## src/rtl/acf_sweep_scheduler.sv

```systemverilog
// acf_sweep_scheduler: decides when the autocorrelation engine sweeps,
// arbitrating beat vs periodic requests, watchdogging and validating results.
module acf_sweep_scheduler #(
  parameter int WARMUP_FRAMES  = 300,
  parameter int MIN_GAP_FRAMES = 16,
  parameter int PERIOD_FRAMES  = 64,
  parameter int TIMEOUT_CYCLES = 200000,
  parameter int RECOVER_CYCLES = 4,
  parameter int STALE_FRAMES   = 256,
  parameter int MIN_BPM        = 40,
  parameter int MAX_BPM        = 240
) (
  input  logic        clk,
  input  logic        reset,
  input  logic        enable,
  input  logic        flux_valid,
  input  logic        beat_valid,
  input  logic        eng_busy,
  input  logic        eng_done,
  input  logic [15:0] eng_bpm,
  output logic        eng_start,
  output logic        eng_abort,
  output logic [15:0] bpm_hold,
  output logic        bpm_out_valid,
  output logic        stale,
  output logic        src_beat,
  output logic [7:0]  timeout_count,
  output logic [7:0]  reject_count,
  output logic [1:0]  state_out
);
  localparam int FW = $clog2(WARMUP_FRAMES + 1);
  localparam int GW = $clog2(PERIOD_FRAMES + 1);
  localparam int TW = $clog2(TIMEOUT_CYCLES + 1);
  localparam int RW = $clog2(RECOVER_CYCLES + 1);
  localparam int SW = $clog2(STALE_FRAMES + 1);

  typedef enum logic [1:0] {
    S_WARMUP  = 2'd0,
    S_READY   = 2'd1,
    S_RUN     = 2'd2,
    S_RECOVER = 2'd3
  } state_t;

  state_t        state;
  state_t        state_n;
  logic [FW-1:0] frame_cnt;
  logic [GW-1:0] gap_cnt;
  logic [TW-1:0] timer;
  logic [RW-1:0] rec_cnt;
  logic [SW-1:0] stale_cnt;
  logic          beat_pend;
  logic          start;
  logic          accept;
  logic          reject;
  logic          timeout;
  logic          bpm_ok;
  logic          gap_ok;
  logic          req;

  assign bpm_ok = (eng_bpm >= 16'(MIN_BPM)) &&
                  (eng_bpm <= 16'(MAX_BPM));
  assign gap_ok = gap_cnt >= GW'(MIN_GAP_FRAMES);
  assign req    = beat_pend || (gap_cnt >= GW'(PERIOD_FRAMES));
  assign state_out = state;

  always_ff @(posedge clk) begin
    if (reset) state <= S_WARMUP;
    else       state <= state_n;
  end

  always_comb begin
    state_n = state;
    start   = 1'b0;
    accept  = 1'b0;
    reject  = 1'b0;
    timeout = 1'b0;
    unique case (state)
      S_WARMUP: begin
        if (flux_valid &&
            frame_cnt == FW'(WARMUP_FRAMES - 1))
          state_n = S_READY;
      end
      S_READY: begin
        if (enable && !eng_busy && gap_ok && req) begin
          start   = 1'b1;
          state_n = S_RUN;
        end
      end
      S_RUN: begin
        // a result arriving on the last allowed cycle beats the watchdog
        if (eng_done) begin
          accept  = bpm_ok;
          reject  = !bpm_ok;
          state_n = S_READY;
        end else if (timer == TW'(TIMEOUT_CYCLES - 1)) begin
          timeout = 1'b1;
          state_n = S_RECOVER;
        end
      end
      S_RECOVER: begin
        if (rec_cnt == RW'(RECOVER_CYCLES - 1) && !eng_busy)
          state_n = S_READY;
      end
      default: state_n = S_WARMUP;
    endcase
  end

  always_ff @(posedge clk) begin
    if (reset) begin
      frame_cnt     <= '0;
      gap_cnt       <= '0;
      timer         <= '0;
      rec_cnt       <= '0;
      stale_cnt     <= '0;
      beat_pend     <= 1'b0;
      eng_start     <= 1'b0;
      eng_abort     <= 1'b0;
      bpm_out_valid <= 1'b0;
      bpm_hold      <= '0;
      src_beat      <= 1'b0;
      stale         <= 1'b1;
      timeout_count <= '0;
      reject_count  <= '0;
    end else begin
      eng_start     <= start;
      eng_abort     <= timeout;
      bpm_out_valid <= accept;

      if (flux_valid && frame_cnt != FW'(WARMUP_FRAMES))
        frame_cnt <= frame_cnt + 1'b1;

      if (start)
        gap_cnt <= '0;
      else if (flux_valid && gap_cnt != GW'(PERIOD_FRAMES))
        gap_cnt <= gap_cnt + 1'b1;

      // a beat in the start cycle is absorbed by that sweep
      if (start)
        beat_pend <= 1'b0;
      else if (flux_valid && beat_valid && state != S_WARMUP)
        beat_pend <= 1'b1;

      if (start)
        src_beat <= beat_pend;

      if (start)
        timer <= '0;
      else if (state == S_RUN)
        timer <= timer + 1'b1;

      if (timeout)
        rec_cnt <= '0;
      else if (state == S_RECOVER &&
               rec_cnt != RW'(RECOVER_CYCLES - 1))
        rec_cnt <= rec_cnt + 1'b1;

      if (accept)
        bpm_hold <= eng_bpm;

      if (timeout && timeout_count != 8'hFF)
        timeout_count <= timeout_count + 1'b1;

      if (reject && reject_count != 8'hFF)
        reject_count <= reject_count + 1'b1;

      if (accept) begin
        stale_cnt <= '0;
        stale     <= 1'b0;
      end else if (flux_valid &&
                   stale_cnt != SW'(STALE_FRAMES)) begin
        stale_cnt <= stale_cnt + 1'b1;
        if (stale_cnt == SW'(STALE_FRAMES - 1))
          stale <= 1'b1;
      end
    end
  end
endmodule

```

## config.mk

```make
export PLATFORM = sky130hd
export DESIGN_NAME = acf_sweep_scheduler
export DESIGN_NICKNAME = d
export VERILOG_FILES = /design/src/rtl/acf_sweep_scheduler.sv
export SDC_FILE = /design/constraint.sdc
export NUM_CORES = 1
export LEC_CHECK = 0
export ABC_AREA = 0
export CORE_ASPECT_RATIO = 1.4
export CORE_MARGIN = 5
export CORE_UTILIZATION = 30
export CTS_BUF_LIST = sky130_fd_sc_hd__clkbuf_8
export CTS_CLUSTER_DIAMETER = 30
export DETAILED_ROUTE_END_ITERATION = 10
export SLEW_MARGIN = 15
export SYNTH_ARGS = -nofsm -noshare
export SYNTH_HDL_FRONTEND = slang
export SYNTH_SLANG_ARGS = --single-unit
```

## constraint.sdc

```tcl
create_clock -name clk -period 2.26 [get_ports clk]
set_input_delay 0.452 -clock clk [delete_from_list [all_inputs] [get_ports clk]]
set_output_delay 0.452 -clock clk [all_outputs]
set_load 0.05 [all_outputs]
```

==> results of run 1 <==
-- state kept, by name, summed over array words and instances (netlist names) --
name / count
timeout_count: 8
stale_cnt: 9
stale: 1
eng_abort: 1
eng_start: 1
rec_cnt: 3
frame_cnt: 9
src_beat: 1
state_out: 2
reject_count: 8
gap_cnt: 7
timer: 18
bpm_hold: 16
bpm_out_valid: 1
beat_pend: 1
-- kinds of logic (layout without fill, tap and decap cells) --
group / Yosys count / in the layout / synth area share, %
XOR/XNOR: 45 / 45 / 9.92
adder cells (fa/ha/maj): 17 / 17 / 5.35
buffers and inverters: 32 / 110 / 3.56
AND/OR/NAND/NOR: 206 / 206 / 27.3
multiplexers: 16 / 16 / 4.19
flip-flops: 86 / 86 / 43.3
AO/OA/AOI/OAI: 35 / 35 / 6.36
-- routing by layer --
metal | global-route usage [%] | vias to the layer above | share of wire, %
li1 | - | 1644 | -
met1 | 14.0 | 1503 | 45
met2 | 18.8 | 82 | 47
met3 | 4.51 | 12 | 6.7
met4 | 4.54 | 0 | 1.8
met5 | 0 | - | 0
-- critical path, delay by kind of cell (launching register included) --
kind | cells | cell delay, ns
AO/OA/AOI/OAI | 1 | 0.20
adder cells (fa/ha/maj) | 1 | 0.18
buffers and inverters | 1 | 0.05
flip-flops | 1 | 0.39
multiplexers | 1 | 0.35
AND/OR/NAND/NOR | 2 | 0.86
-- where the power goes --
part           switching, mW  internal [mW]  total (mW)
Clock                  0.578          0.737        1.32
Combinational          0.115         0.0989       0.214
Sequential            0.0220           1.53        1.56
-- layout by cell type, fill, tap and decap left out, types with 12 or more instances in the layout --
master,synthesis,routed
dfxtp_1,86,86
nor2_1,81,81
clkdlybuf4s50_1,0,60
nand2_1,24,24
xnor2_1,24,24
xor2_1,21,21
inv_1,18,18
ha_1,17,16
mux2i_1,14,14
buf_4,2,14
nand4_1,13,13
and2_1,12,12
-- metrics by stage --
step / instance area [um2] / hold WS [ns] / setup slack [ns] / instances / setup TNS [ns]
final: 5110 / 0.469 / 0.119 / 693 / 0
after global placement: 4860 / 0.444 / -0.125 / 677 / -2.16
after CTS: 5110 / 0.475 / 0.0751 / 693 / 0
after floorplan: 3980 / 0.456 / 0.0325 / 437 / 0
after detailed placement: 4860 / 0.448 / -0.129 / 677 / -2.37
after global routing: 5110 / 0.493 / 0.00280 / 693 / 0
-- area by class of cell --
class,count,area (um2)
repair buffers,76,731
flip-flops and latches,86,1720
clock buffers,9,124
inverters,18,67.6
well taps,178,223
multi-input cells,319,2120
clock inverters,7,123
fillers,1310,7820
-- worst min path at each step --
stage,to,slack [ns],depth (start not counted)
5_1_grt,bpm_hold[8]$_SDFFE_PP0P_,0.49,1
3_5_place_dp,bpm_hold[11]$_SDFFE_PP0P_,0.45,1
2_1_floorplan,src_beat$_SDFFE_PP0P_,0.46,2
6_report,bpm_hold[8]$_SDFFE_PP0P_,0.47,1
3_3_place_gp,bpm_hold[8]$_SDFFE_PP0P_,0.44,1
4_1_cts,bpm_hold[13]$_SDFFE_PP0P_,0.48,1
==> summary.md, run 1 <==
| Metric | Value |
|---|---|
| Num rows | 49 |
| Postcts setup bufs | 0 |
| Status | finished clean |
| Worst skew pair latency | 0.36 ns |
| CTS Sinks | 86 |
| Share of cells above drive strength 1 | 9.13% |
| Crit. End Element | flop |
| VDD IR max | 0.000356 V |
| Final hold vios | 0 |
| R2r startpoint | timer[0]$_SDFFE_PP0P_ |
| Largest net degree at the start of global routing | 41 |
| CP max stage cell | or4b_4 |
| Mapped Cells | 437 |
| Synth Cell Area | 0.00398 mm2 |
| CTS buffer count | 9 |
| Crit-path max cell delay | 0.56 ns |
| Final Setup Violations | 0 |
| Critical path launch point | timer[0]$_SDFFE_PP0P_ |
| IO Pins | 62 |
| Least-Margin Pin Slew | 0.721 ns |
| DR vias/cell | 4.68 |
| CTS H-Tree Depth | 3 |
| Setup Skew | 0.0119 ns |
| Unrepaired setup endpoints after global routing | no |
| Min Tclk post-route | 2.14 ns |
| Synthesized flop and latch total | 86 |
| GRT overflow | 0 |
| Clock-pin slew of the registers on the worst-case setup and hold paths | 0.09 ns |
| ANT cells | 0 |
| DR iter-0 viols | 147 |
| CTS Hold Buffers Added | 0 |
| RD Place Congestion | 0.767 |
| PwrDens | 603 mW/mm2 |
| Share of the synthesized area in the top cell type | 43.3% |
| Antenna Nets Post-Route | 0 |
| Rel. slew slack | 51.5% |
| HP Class | flop to flop |
| CTS Root Cell | clkbuf_8 |
| Worst path cell trace | ha_1 > inv_1 > or4b_4 > or2_0 > a21oi_2 > mux2_1 |
| Critical path launch point type | flop |
| First-pass DRT Iterations | 4 |
| Area Overhead vs Synth | 28.6% |
| First-pass GRT wire length | 15,100 um |
| Die width | 107 um |
| Area contributors post-synth | dfxtp_1 43%, nor2_1 7.6%, ha_1 5.4% |
| Distinct cell type count after synthesis | 60 |
| Most common cell in the netlist | dfxtp_1 |
| FF-to-FF path depth | 6 |
| Period utilization | 94.7% |
| Reg2reg setup slack | 0.12 ns |
| Post-synth ARST share | 0% |
| Max Fanout on Critical Path | 5 |
| Dominant synthesized flop cell | dfxtp_1 |
| Final Slew Violations | 0 |
| Routed length per instance | 12.8 um |
| Syn Nets | 477 |
| Mean area per synthesized cell | 9.10 um2 |
| Fin util | 39.5% |
| Vias in the first global route | 3,267 |
| Sequential share of the synthesized area | 43.3% |
| # Max-Cap Violations | 0 |
| Cts repair resizes | 0 |
| Synth area leader | dfxtp_1 |
| Number of synthesized flops with an enable pin | 0 |
| CTS tree | yes |
| Lkg Pwr | 1.84 nW |
| Final #Nets | 550 |
| Worst Setup EP | state_out[0]$_SDFFE_PP0P_ |
| Hpwl dp | 6480 um |
| Fmax | 467 MHz |
| CORE AREA | 0.0129 mm2 |
| Die height | 146 um |
| Ys Warns | 0 |
| Die Area | 0.0157 mm2 |
| Worst Path Arrival | 2.39 ns |
| Vias | 3,241 |
| Post-synth top cells | 86 x dfxtp_1, 81 x nor2_1, 24 x nand2_1, 24 x xnor2_1, 21 x xor2_1 |
| Initial antenna violation count | 0 |
| Post-Route WL | 8840 um |
| I/O Buffers | 61 |
| Starting density of the core | 30.7% |
| Req. time, crit path | 2.51 ns |
| # DRC | 0 |
| Setup CP Type | flop to flop |
| CTS max path bufs | 2 |
| Worst hold start | bpm_hold[8]$_SDFFE_PP0P_ |
| Worst R2R End | state_out[0]$_SDFFE_PP0P_ |
| All-Layer GR Usage | 11.7% |
| Total Power | 3.08 mW |
(Power assumes the default switching activity.)
==> inputs of run 2 (changes only) <==
- RECOVER_POWER: unset -> 25
==> run 2 against run 1 <==
Clock-buffer cell count unchanged. Critical path type unchanged. Non-clock buffer count unchanged. Clock power about the same. Largest cell class unchanged.
==> summary.md, run 2 (synthesis results as in run 1) <==
| Metric | Value |
|---|---|
| Buffer and inverter count on the worst path | 1 |
| Final Setup Violations | 0 |
| Fmax | 467 MHz |
| CTS H-Tree Depth | 3 |
| Unrepaired setup endpoints after global routing | no |
| Crit. End Element | flop |
| CTS max path bufs | 2 |
| ANT cells | 0 |
| First-pass GRT wire length | 15,100 um |
| Clock-pin slew of the registers on the worst-case setup and hold paths | 0.09 ns |
| Vias in the first global route | 3,267 |
| Die height | 146 um |
| Fin cells | 693 |
| Req. time, crit path | 2.51 ns |
| DR iter-0 viols | 167 |
| Final hold vios | 0 |
| DR vias/cell | 4.65 |
| Worst path cell trace | ha_1 > inv_1 > or4b_4 > or2_0 > a21oi_2 > mux2_1 |
| Setup CP Type | flop to flop |
| CORE AREA | 0.0129 mm2 |
| Period utilization | 94.7% |
| CTS Root Cell | clkbuf_8 |
| Die width | 107 um |
| Hold path cells | 1 |
| Commonest non-fill, non-tap cell in the layout | dfxtp_1 |
| Post-Route WL | 8800 um |
| RD Place Congestion | 0.767 |
| CTS buffer count | 9 |
| Final Slew Violations | 0 |
| Area Overhead vs Synth | 28.0% |
| Routed length per instance | 12.7 um |
| Rel. slew slack | 50.7% |
| Status | finished clean |
| IO Pins | 62 |
| Min Tclk post-route | 2.14 ns |
| Share of cells above drive strength 1 | 8.74% |
| Crit-path max cell delay | 0.56 ns |
| FF-to-FF path depth | 6 |
| CTS tree | yes |
| Cell Area, Placed | 0.00486 mm2 |
| PnR worst setup slack | 0.120 ns |
| Setup Skew | 0.0112 ns |
| Critical Path Stages | 6 |
| CTS Sinks | 86 |
| Num rows | 49 |
| Initial antenna violation count | 0 |
| Lkg Pwr | 1.82 nW |
| Post-Place Cells | 677 |
| Critical path launch point type | flop |
| Starting density of the core | 30.7% |
| Die Area | 0.0157 mm2 |
| Biggest register | timer |
| CTS Hold Buffers Added | 0 |
| Vias | 3,223 |
| CP max stage cell | or4b_4 |
| Max Fanout on Critical Path | 5 |
| GRT overflow | 0 |
| First-pass DRT Iterations | 4 |
| Regs by FF count | timer x18, bpm_hold x16 |
| Total Power | 3.08 mW |
| Hpwl dp | 6480 um |
| All-Layer GR Usage | 11.7% |
| HP Class | flop to flop |
| Dpl ws | -0.129 ns |
| Largest register FFs | 18 |
| # Max-Cap Violations | 0 |
| Top delay family on crit path | simple AND/OR/NAND/NOR gates |
| VDD IR max | 0.000356 V |
| I/O Buffers | 61 |
| Largest net degree at the start of global routing | 41 |
| Commonest non-fill, non-tap cells in the layout | 86 x dfxtp_1, 81 x nor2_1, 58 x clkdlybuf4s50_1, 24 x nand2_1, 24 x xnor2_1 |
| Antenna Nets Post-Route | 0 |
| Worst skew pair latency | 0.36 ns |
| Worst Path Arrival | 2.39 ns |
| Least-Margin Pin Slew | 0.733 ns |
| PwrDens | 605 mW/mm2 |
| Finished Cell Area | 0.00509 mm2 |
| Final #Nets | 550 |
| # DRC | 0 |
-- run 2: changes by cell type in the layout (fill, tap and decap cells not counted), moves of 2 or more --
cell,change
clkdlybuf4s50_1,-2
buf_4,-2
clkbuf_1,+2
dlygate4sd3_1,+2
-- run 2: worst paths after layout --
check,slack (ns),start,endpoint
worst max-delay path,0.12,timer[0]$_SDFFE_PP0P_,state_out[0]$_SDFFE_PP0P_
worst min-delay path,0.47,bpm_hold[8]$_SDFFE_PP0P_,bpm_hold[8]$_SDFFE_PP0P_
worst max register to register,0.12,timer[0]$_SDFFE_PP0P_,state_out[0]$_SDFFE_PP0P_
worst min register to register,0.47,bpm_hold[8]$_SDFFE_PP0P_,bpm_hold[8]$_SDFFE_PP0P_
-- run 2: final cells by class --
cell class | instances | area (um2)
well taps | 178 | 223
fillers | 1312 | 7850
multi-input cells | 319 | 2120
flip-flops and latches | 86 | 1720
repair buffers | 76 | 708
inverters | 18 | 67.6
clock buffers | 9 | 124
clock inverters | 7 | 123
-- run 2: per-layer routing --
metal / track usage, % / vias to the layer above / routed length [um] / part of all wire, %
met5: 0 / - / 0 / 0
met4: 4.54 / 0 / 161 / 1.8
met3: 4.51 / 12 / 621 / 7.1
met2: 18.8 / 83 / 4090 / 47
met1: 14.0 / 1482 / 3920 / 45
li1: - / 1646 / - / -
-- run 2: worst reg2reg max path, delay by kind of cell (launching register included) --
kind | cells | cell delay, ns
AOI/OAI and AO/OA | 1 | 0.20
adders and majority gates | 1 | 0.18
buffers and inverters | 1 | 0.05
DFF | 1 | 0.39
muxes | 1 | 0.35
and+or+nand+nor | 2 | 0.87
-- run 2: through the flow --
step / hold WS [ns] / utilization, % / setup TNS [ns]
6_report: 0.469 / 39.3 / 0
5_1_grt: 0.493 / 39.3 / 0
4_1_cts: 0.475 / 39.5 / 0
3_5_place_dp: 0.448 / 37.6 / -2.37
3_3_place_gp: 0.444 / 37.6 / -2.16
2_1_floorplan: 0.456 / - / 0
-- run 2: report_power, final --
group	internal [mW]	total (mW)	leakage, nW	switching, mW
Clock	0.737	1.32	0.116	0.578
Combinational	0.0944	0.208	1.01	0.114
Sequential	1.53	1.55	0.694	0.0217
-- run 2: timing repair --
| item | in CTS | in global routing |
|---|---|---|
| buffers inserted | 0 | 0 |
| gates resized for setup | 0 | 2 |
| endpoints found under the setup margin | 0 | 3 |
==> inputs of run 3 (changes only) <==
- ABC_CLOCK_PERIOD_IN_PS: unset -> 2260
==> results of run 3 <==
Final layout, timing and power as in run 2 (identical DEF).
